File: src/rtl/tx_frame_pkg.sv
// Shared types and constants for the 64b/66b TX frame scheduler.
package tx_frame_pkg;

   localparam logic [1:0] SYNC_DATA = 2'b01;
   localparam logic [1:0] SYNC_CTRL = 2'b10;
   localparam logic [5:0] SEQ_MAX   = 6'd32;

   typedef enum logic [1:0] {
      ST_INIT = 2'd0,
      ST_RUN  = 2'd1,
      ST_CC   = 2'd2
   } state_t;

   typedef enum logic [1:0] {
      SRC_IDLE = 2'd0,
      SRC_DATA = 2'd1,
      SRC_SVC  = 2'd2,
      SRC_CC   = 2'd3
   } src_t;

   // Only user data blocks carry the data sync header; everything else is control.
   function automatic logic [1:0] sync_of(input src_t src);
      return (src == SRC_DATA) ? SYNC_DATA : SYNC_CTRL;
   endfunction

endpackage

File: src/rtl/tx_frame_scheduler_seq.sv
// GT gearbox sequence counter: free-running 0..SEQ_MAX, flags the pause cycle.
module tx_seq_counter
   import tx_frame_pkg::*;
(
   input  logic       clk,
   input  logic       rst_n,
   output logic [5:0] seq,
   output logic       pause
);

   logic [5:0] seq_r;

   // Sequence register, wraps from SEQ_MAX back to zero
   always_ff @(posedge clk) begin
      if (!rst_n) begin
         seq_r <= 6'd0;
      end else if (seq_r == SEQ_MAX) begin
         seq_r <= 6'd0;
      end else begin
         seq_r <= seq_r + 6'd1;
      end
   end

   assign seq   = seq_r;
   assign pause = (seq_r == SEQ_MAX);

endmodule

File: src/rtl/tx_frame_scheduler.sv
// Per-slot scheduler feeding the TX scrambler: INIT idles, service/data
// arbitration with alternation, periodic atomic CC bursts, gearbox pause stalls.
module tx_frame_scheduler
   import tx_frame_pkg::*;
#(
   parameter int unsigned INIT_IDLES = 64,
   parameter int unsigned CC_PERIOD  = 5000,
   parameter int unsigned CC_COUNT   = 3,
   parameter logic [63:0] IDLE_WORD  = 64'h7800_0000_0000_0000,
   parameter logic [63:0] CC_WORD    = 64'h7880_0000_0000_0000
) (
   input  logic        clk,
   input  logic        rst_n,
   input  logic [63:0] data_i,
   input  logic        data_valid_i,
   output logic        data_ready_o,
   input  logic [63:0] svc_i,
   input  logic        svc_valid_i,
   output logic        svc_ready_o,
   output logic [63:0] scr_data_o,
   output logic [1:0]  scr_sync_o,
   output logic        scr_enable_o,
   output logic [5:0]  tx_sequence_o,
   output logic        link_up_o
);

   localparam int unsigned INIT_W  = $clog2(INIT_IDLES + 1);
   localparam int unsigned CC_W    = $clog2(CC_PERIOD);
   localparam int unsigned BURST_W = $clog2(CC_COUNT + 1);
   localparam logic [INIT_W-1:0]  INIT_LAST  = INIT_W'(INIT_IDLES - 1);
   localparam logic [CC_W-1:0]    CC_LAST    = CC_W'(CC_PERIOD - 1);
   localparam logic [BURST_W-1:0] BURST_LAST = BURST_W'(CC_COUNT - 1);

   state_t              state_r, state_s;
   logic [INIT_W-1:0]   init_cnt_r, init_cnt_s;
   logic [CC_W-1:0]     cc_cnt_r, cc_cnt_s;
   logic [BURST_W-1:0]  burst_cnt_r, burst_cnt_s;
   logic                last_svc_r, last_svc_s;
   logic                link_up_r, link_up_s;
   logic [63:0]         scr_data_r;
   logic [1:0]          scr_sync_r;
   logic                scr_enable_r;
   src_t                src_s;
   logic                data_ready_s, svc_ready_s;
   logic                cc_due_s;
   logic                pause_s;
   logic [5:0]          seq_s;
   logic [63:0]         frame_data_s;

   tx_seq_counter u_seq (
      .clk   (clk),
      .rst_n (rst_n),
      .seq   (seq_s),
      .pause (pause_s)
   );

   assign cc_due_s = (cc_cnt_r == CC_LAST);

   // Next-state, slot arbitration and ready generation; nothing moves on a pause cycle
   always_comb begin
      state_s      = state_r;
      init_cnt_s   = init_cnt_r;
      cc_cnt_s     = cc_cnt_r;
      burst_cnt_s  = burst_cnt_r;
      last_svc_s   = last_svc_r;
      link_up_s    = link_up_r;
      src_s        = SRC_IDLE;
      data_ready_s = 1'b0;
      svc_ready_s  = 1'b0;
      if (pause_s) begin
         src_s = SRC_IDLE;
      end else begin
         case (state_r)
            ST_INIT: begin
               src_s = SRC_IDLE;
               if (init_cnt_r == INIT_LAST) begin
                  state_s    = ST_RUN;
                  link_up_s  = 1'b1;
                  init_cnt_s = '0;
               end else begin
                  init_cnt_s = init_cnt_r + INIT_W'(1);
               end
            end
            ST_RUN: begin
               if (cc_due_s) begin
                  // The CC frame that opens a burst restarts the period count at zero
                  src_s       = SRC_CC;
                  cc_cnt_s    = '0;
                  burst_cnt_s = BURST_W'(1);
                  state_s     = (CC_COUNT > 1) ? ST_CC : ST_RUN;
               end else begin
                  cc_cnt_s = cc_cnt_r + CC_W'(1);
                  if (svc_valid_i && (!data_valid_i || !last_svc_r)) begin
                     src_s       = SRC_SVC;
                     svc_ready_s = 1'b1;
                     last_svc_s  = 1'b1;
                  end else if (data_valid_i) begin
                     src_s        = SRC_DATA;
                     data_ready_s = 1'b1;
                     last_svc_s   = 1'b0;
                  end else begin
                     src_s = SRC_IDLE;
                  end
               end
            end
            ST_CC: begin
               src_s    = SRC_CC;
               cc_cnt_s = cc_cnt_r + CC_W'(1);
               if (burst_cnt_r == BURST_LAST) begin
                  state_s     = ST_RUN;
                  burst_cnt_s = '0;
               end else begin
                  burst_cnt_s = burst_cnt_r + BURST_W'(1);
               end
            end
            default: begin
               state_s = ST_INIT;
               src_s   = SRC_IDLE;
            end
         endcase
      end
   end

   // Payload selection for the winning source
   always_comb begin
      frame_data_s = IDLE_WORD;
      case (src_s)
         SRC_DATA: frame_data_s = data_i;
         SRC_SVC:  frame_data_s = svc_i;
         SRC_CC:   frame_data_s = CC_WORD;
         SRC_IDLE: frame_data_s = IDLE_WORD;
         default:  frame_data_s = IDLE_WORD;
      endcase
   end

   // Scheduler state and scrambler-facing registers; payload holds across pause cycles
   always_ff @(posedge clk) begin
      if (!rst_n) begin
         state_r      <= ST_INIT;
         init_cnt_r   <= '0;
         cc_cnt_r     <= '0;
         burst_cnt_r  <= '0;
         last_svc_r   <= 1'b0;
         link_up_r    <= 1'b0;
         scr_data_r   <= IDLE_WORD;
         scr_sync_r   <= SYNC_CTRL;
         scr_enable_r <= 1'b0;
      end else begin
         state_r      <= state_s;
         init_cnt_r   <= init_cnt_s;
         cc_cnt_r     <= cc_cnt_s;
         burst_cnt_r  <= burst_cnt_s;
         last_svc_r   <= last_svc_s;
         link_up_r    <= link_up_s;
         scr_enable_r <= ~pause_s;
         if (!pause_s) begin
            scr_data_r <= frame_data_s;
            scr_sync_r <= sync_of(src_s);
         end
      end
   end

   assign data_ready_o  = data_ready_s;
   assign svc_ready_o   = svc_ready_s;
   assign scr_data_o    = scr_data_r;
   assign scr_sync_o    = scr_sync_r;
   assign scr_enable_o  = scr_enable_r;
   assign tx_sequence_o = seq_s;
   assign link_up_o     = link_up_r;

endmodule

File: config.mk
export PLATFORM = sky130hd
export DESIGN_NAME = tx_frame_scheduler
export DESIGN_NICKNAME = d
export VERILOG_FILES = /design/src/rtl/tx_frame_pkg.sv /design/src/rtl/tx_frame_scheduler_seq.sv /design/src/rtl/tx_frame_scheduler.sv
export SDC_FILE = /design/constraint.sdc
export NUM_CORES = 1
export LEC_CHECK = 0
export ABC_AREA = 1
export CORE_ASPECT_RATIO = 1.4
export CORE_UTILIZATION = 34
export CTS_CLUSTER_SIZE = 25
export DETAILED_ROUTE_END_ITERATION = 10
export GPL_ROUTABILITY_DRIVEN = 0
export GPL_TIMING_DRIVEN = 0
export HOLD_SLACK_MARGIN = 0.05
export PLACE_DENSITY = 0.81
export SLEW_MARGIN = 40
export SYNTH_ARGS = -nofsm -noshare
export SYNTH_HDL_FRONTEND = slang
export SYNTH_HIERARCHICAL = 1
export SYNTH_SLANG_ARGS = --single-unit
export TNS_END_PERCENT = 100
File: constraint.sdc
create_clock -name clk -period 2.24 [get_ports clk]
set_input_delay 0.224 -clock clk [delete_from_list [all_inputs] [get_ports clk]]
set_output_delay 0.224 -clock clk [all_outputs]
set_load 0.01 [all_outputs]
==> results of run 1 <==
-- Yosys cell counts --
cell      count  area share, %
inv_4         1           0.14
nor2_4        3           0.75
o21ai_1       2           0.22
o21ai_0      11            1.2
buf_6         1           0.25
a31oi_1      59            8.2
a211oi_1      4           0.66
a21oi_2       2           0.39
nand2_8       1           0.44
xor2_1        9            1.7
o21bai_1      1           0.17
nor3_2        2           0.44
nor3_1        5           0.55
a221oi_1      4           0.77
o31ai_4       1           0.47
clkbuf_1     20            1.7
o21ai_4       1           0.36
nor3_4        1           0.36
nor2_1       37            3.1
nand2_2       6           0.83
buf_1         1          0.083
dfxtp_1      99             44
nand3_2       3           0.66
nand3_1      70            7.7
a21oi_1      17            1.9
inv_2         4           0.33
buf_2        13            1.4
inv_1        38            3.2
buf_4         1           0.17
nor2_2        3           0.42
nand4_1       4           0.55
ha_1         11            3.0
xnor2_1       2           0.39
nand2_1     164             14
-- repair_timing --
item | CTS | global route
gates resized for setup | 47 | 37
endpoints found under the setup margin | 67 | 68
setup buffers | 12 | 5
pin swaps | 8 | 31
cloned | 1 | 3
-- area by class of cell --
cell class | instances | area share (%)
inverter | 43 | 2.33
tap | 178 | 2.92
multi-input combinational | 423 | 30.6
sequential | 99 | 26.1
clock buffer | 11 | 3.05
clock inverter | 5 | 1.34
buffer | 35 | 3.59
timing repair buffer | 228 | 30.1
-- metal layers --
metal  share of wire (%)  vias to the layer above
met2                  53                      199
met5                   0                        -
met4                 3.3                        0
met1                  37                     2369
met3                 6.2                       41
li1                    -                     2493
-- cell families (layout without fill, tap and decap cells) --
kind of cell | count (synthesis) | count (layout) | share of synthesized area [%]
and+or+nand+nor | 299 | 299 | 29.4
AOI/OAI and AO/OA | 102 | 102 | 14.3
DFF | 99 | 99 | 43.8
buffers and inverters | 79 | 322 | 7.22
adders and majority gates | 11 | 11 | 3.04
xor gates and xnor gates | 11 | 11 | 2.13
-- worst paths after layout --
kind                                   start        endpoint  slack (ns)  cells after the start
worst max register to register  u_seq/seq[1]  scr_data_o[56]        0.08                     16
worst min-delay path              data_i[19]  scr_data_o[19]        0.45                      3
worst max-delay path            u_seq/seq[1]  scr_data_o[56]        0.08                     16
worst min register to register     link_up_o       link_up_o        0.46                      2
-- state kept, by name, indices dropped and copies added, names as in the netlist --
register / flops
init_cnt_r: 7
last_svc_r: 1
u_seq/seq: 6
scr_sync_o: 2
state_r: 2
burst_cnt_r: 2
scr_enable_o: 1
link_up_o: 1
scr_data_o: 64
cc_cnt_r: 13
-- power by group --
| part | total [W] | internal [W] | switching (W) |
|---|---|---|---|
| combinational | 0.00152 | 0.000815 | 0.000701 |
| clock | 0.00177 | 0.00109 | 0.000676 |
| sequential | 0.00212 | 0.00197 | 0.000148 |
-- per-stage QoR --
stage	area [um^2]	std cells
2_1_floorplan	4550	601
3_3_place_gp	6840	986
3_5_place_dp	6840	986
4_1_cts	7400	1014
5_1_grt	7630	1022
6_report	7630	1022
-- worst max-delay path, cell delays in order, from the launching register on --
cell and delay (ns):
dfxtp_4 0.36, inv_4 0.06, ha_4 0.13, nand3_4 0.07, nor2_4 0.12, buf_6 0.12, inv_4 0.05, nand2_8 0.06
clkinvlp_4 0.13, nand2_4 0.09, inv_2 0.04, ha_4 0.17, nor2_4 0.13, buf_12 0.18, clkbuf_16 0.15, nand3_1 0.06
a31oi_1 0.16
==> qor.txt, run 1 <==
Die H: 138 um
Most Crowded Layer GR: met2
Routed WL per cell: 15.4 um
Endpoints failing setup: 0
Worst skew pair latency: 0.35 ns
Final wirelength: 15700 um
First-pass GRT wire length: 24000 um
Startpoint types: flip-flop
DP Worst Slack: -0.636 ns
Clock tree buffer depth: 2
Final hold slack: 0.451 ns
Commonest non-fill, non-tap cells in the layout: 205 x clkdlybuf4s50_1, 162 x nand2_1, 94 x dfxtp_1
Maximum VDD drop: 0.424 mV
Period minus WS final: 2.16 ns
Initial antenna violation count: 0
Setup Skew: 0.00992 ns
Distinct cells, synth: 34
DRC: 0
CTS tree: done
Vias: 5102
Most common cell after layout, fill and taps aside: clkdlybuf4s50_1
Worst EP required: 2.51 ns
Seq/Total Area, Yosys: 43.8%
Reg clk slew, reported paths: 0.07 ns
Avg Inst Size Synth: 7.52 um^2
Filler Cells Inserted: 1081
Initial Utilization: 34.9%
Tot GR Track Use: 21.9%
Arr. time, crit path: 2.43 ns
GR Layer Usage met3: 5.36%
Hold_buf cts: 0
Crit-path max FO: 8
Grt met2 use: 40.0%
Final Util: 59.0%
Leakage: 2.69 nW
Max-Cap Viols: 0
PwrDens: 708 nW/um^2
Vias in the first global route: 4902
Worst Setup Slack, final: 0.0805 ns
Diodes inserted: 0
Row count: 49
Final net count: 982
Final Hold Viols: 0
CTS Buf Count: 9
I/O Buffers: 207
Slew @ Worst Pin: 0.586 ns
Storage cell area: 1990 um^2
Area of the die: 13800 um^2
Synth Net Count: 744
Area growth syn-to-layout: 68.9%
Met1 Usage GRT: 23.6%
H-tree Lvls: 3
Final slew viol count: 0
Post-route ant nets: 0
Max Fclk: 463 MHz
#FFs+latches synth: 99
Setup TNS: 0 ns
Syn. warnings: 6
Rel. slew slack: 60.9%
Syn Inst Count: 601
Vias per cell: 4.99
Mapped Area: 4520 um^2
Period utilization: 96.4%
Die Wd: 99.5 um
Core ar.: 12900 um^2
Run status: complete, no violations
CTS root buffer: clkbuf_16
Share of cells above drive strength 1: 13.3%
Crit Path Class: reg -> reg
Largest net degree at the start of global routing: 17
GR Overflow Total: 0
Dpl hpwl: 11100 um
DR iter-0 viols: 251
Drt first pass iters: 5
Sink Count: 99
Worst min-delay path class: in -> reg
I/O pin count: 208
Post-layout power: 0.00541 W
Area occupied by multi-input gates: 2330 um^2
CP endpoint kind: flip-flop
Power figures use the tool's default switching activity.
==> run 2, diff against run 1 <==
==> constraint.sdc (replaced) <==
create_clock -name clk -period 2.24 [get_ports clk]
set_input_delay 0.224 -clock clk [delete_from_list [all_inputs] [get_ports clk]]
set_output_delay 0.224 -clock clk [all_outputs]
set_load 0.05 [all_outputs]
==> qor.txt, run 2 (synthesis gave the netlist of run 1 again) <==
DR iter-0 viols: 172 (-31%)
DRC: 0 (unchanged)
Crit Path Class: reg -> reg
Vias: 5098 (-0.078%)
CTS Buf Count: 9 (unchanged)
Drt first pass iters: 6 (+1)
Delay of the slowest cell on the worst path: 0.35 ns (about the same)
Stages on worst setup path: 14 (-2)
Vias per cell: 4.98 (-0.27%)
I/O pin count: 208 (unchanged)
Final wirelength: 16200 um (+2.8%)
Final hold slack: 0.451 ns (+0.000215 ns)
Buf/Inv on CP: 6 (-1)
Hold_sp: data_i[6]
Leakage: 2.73 nW (+1.4%)
CP endpoint kind: flip-flop
Max-Cap Viols: 0 (unchanged)
Worst hold path depth: 3 (unchanged)
Delay-heaviest family, CP: buffers and inverters
Tot GR Track Use: 22.1% (+0.20 points)
Final slew viol count: 0 (unchanged)
Worst reg2reg setup slack: 0.04 ns (-0.04 ns)
Period utilization: 98.2% (+1.8 points)
Worst min-delay path class: in -> reg
Dpl hpwl: 11300 um (+1.2%)
Crit path top cell by count: ha_4
Reg clk slew, reported paths: 0.07 ns (about the same)
Hold worst-path end: scr_data_o[6]
Worst skew pair latency: 0.34 ns (about the same)
Clock tree buffer depth: 2 (unchanged)
Setup Skew: 0.00745 ns (-0.00246 ns)
Slew @ Worst Pin: 0.593 ns (+0.00662 ns)
Run status: complete, no violations
Post-layout power: 0.00578 W (+6.9%)
Crit path cell chain: inv_2 -> ha_4 -> nand3_2 -> nor2_2 -> buf_6 -> inv_8 -> nand2_8 -> clkinvlp_4 -> nand2_4 -> buf_4 -> ha_4 -> clkbuf_4 -> nand3_1 -> a31oi_1
Core ar.: 12900 um^2 (unchanged)
Startpoint types: flip-flop
Hold_buf cts: 0 (unchanged)
First-pass GRT wire length: 24100 um (+0.52%)
Rel. slew slack: 60.5% (-0.44 points)
PwrDens: 734 nW/um^2 (+3.6%)
Register-to-Register Path Depth: 14 (-2)
Arr. time, crit path: 2.46 ns (+0.03 ns)
Period minus WS final: 2.20 ns (+0.0412 ns)
Most common cell after layout, fill and taps aside: clkdlybuf4s50_1
Max reg flops: 64 (unchanged)
Maximum VDD drop: 0.398 mV (-6.2%)
Endpoints failing setup: 0 (unchanged)
I/O Buffers: 207 (unchanged)
Initial antenna violation count: 0 (unchanged)
Die Wd: 99.5 um (unchanged)
Die H: 138 um (unchanged)
GR Overflow Total: 0 (unchanged)
Routed WL per cell: 15.8 um (+2.6%)
Largest net degree at the start of global routing: 17 (unchanged)
Diodes inserted: 0 (unchanged)
RSZ-0062 raised after global routing: yes
Worst path slowest cell: dfxtp_4
CTS tree: done
Area growth syn-to-layout: 74.1%
Post-route ant nets: 0 (unchanged)
Row count: 49 (unchanged)
Sink Count: 99 (unchanged)
Final net count: 984 (+0.20%)
Commonest non-fill, non-tap cells in the layout: 205 x clkdlybuf4s50_1, 162 x nand2_1, 90 x dfxtp_1
Vias in the first global route: 4789 (-2.3%)
Max Fclk: 454 MHz (-1.9%)
CTS root buffer: clkbuf_16
Worst r2r src: u_seq/seq[1]
Area of the die: 13800 um^2 (unchanged)
Final Hold Viols: 0 (unchanged)
Crit-path max FO: 10 (+2)
Share of cells above drive strength 1: 18.2% (+4.9 points)
H-tree Lvls: 3 (unchanged)
Worst EP required: 2.50 ns (about the same)
Final Util: 60.8% (+1.8 points)
RR Endpoint: scr_data_o[46]
Initial Utilization: 34.9% (unchanged)
[run 2: changes by cell type in the layout (fill, tap and decap cells not counted), sizes merged]
| cell | previous run | this run |
|---|---|---|
| clkinv | 1 | 2 |
| bufinv | 3 | 1 |
| clkdlybuf4s15 | 1 | 0 |
| clkbuf | 32 | 33 |
| buf | 36 | 38 |
| clkinvlp | 2 | 3 |
[run 2: worst max path at each step]
stage	start	to
2_1_floorplan	u_seq/seq[0]	scr_data_o[59]
3_3_place_gp	u_seq/seq[0]	scr_data_o[59]
3_5_place_dp	u_seq/seq[0]	scr_data_o[8]
4_1_cts	u_seq/seq[0]	scr_data_o[1]
5_1_grt	u_seq/seq[1]	scr_data_o[57]
6_report	u_seq/seq[1]	scr_data_o[46]
[run 2: worst min-delay path, cell delays in order]
cell	delay [ns]
clkdlybuf4s50_1	0.39
nand2_1	0.06
a31oi_1	0.07
[run 2: power by group]
part / switching [W] / internal [W] / leakage (nW) / total (W)
clock network: 0.000685 / 0.000864 / 0.136 / 0.00155
registers: 0.000132 / 0.00197 / 0.805 / 0.00211
logic: 0.00126 / 0.000859 / 1.79 / 0.00212
total: 0.00208 / 0.00370 / 2.73 / 0.00578
[run 2: timing repair]
item,CTS,global route
endpoints found under the setup margin,67,65
buffers inserted,10,6
gates cloned,1,6
pin swaps,5,67
resized for setup,48,74
[run 2: through the flow]
step | setup TNS (ns) | cells | instance area, um^2 | setup WS [ns]
final | 0 | 1024 | 7870 | 0.0393
after global routing | -2.33 | 1024 | 7870 | -0.0887
after CTS | 0 | 1012 | 7370 | 0.0468
after detailed placement | -41.66 | 986 | 6870 | -0.696
after global placement | -39.24 | 986 | 6870 | -0.672
after floorplan | -1.07 | 601 | 4570 | -0.0207
[run 2: final cells by class]
type                    instances  area [um^2]
fillers                      1074         5060
multi-input cells             423         2510
repair buffers                230         2390
flip-flops and latches         99         2000
plain buffers                  35          278
clock buffers                  11          233
well taps                     178          223
inverters                      43          183
clock inverters                 5         55.1
[run 2: per-layer routing]
metal  global-route usage, %  vias to the layer above  routed length (um)
met5                       0                        -                   0
met4                    7.43                        0                 370
met3                    4.90                       28                 927
met2                    39.4                      198                8470
met1                    25.9                     2375                6410
li1                        -                     2497                   -
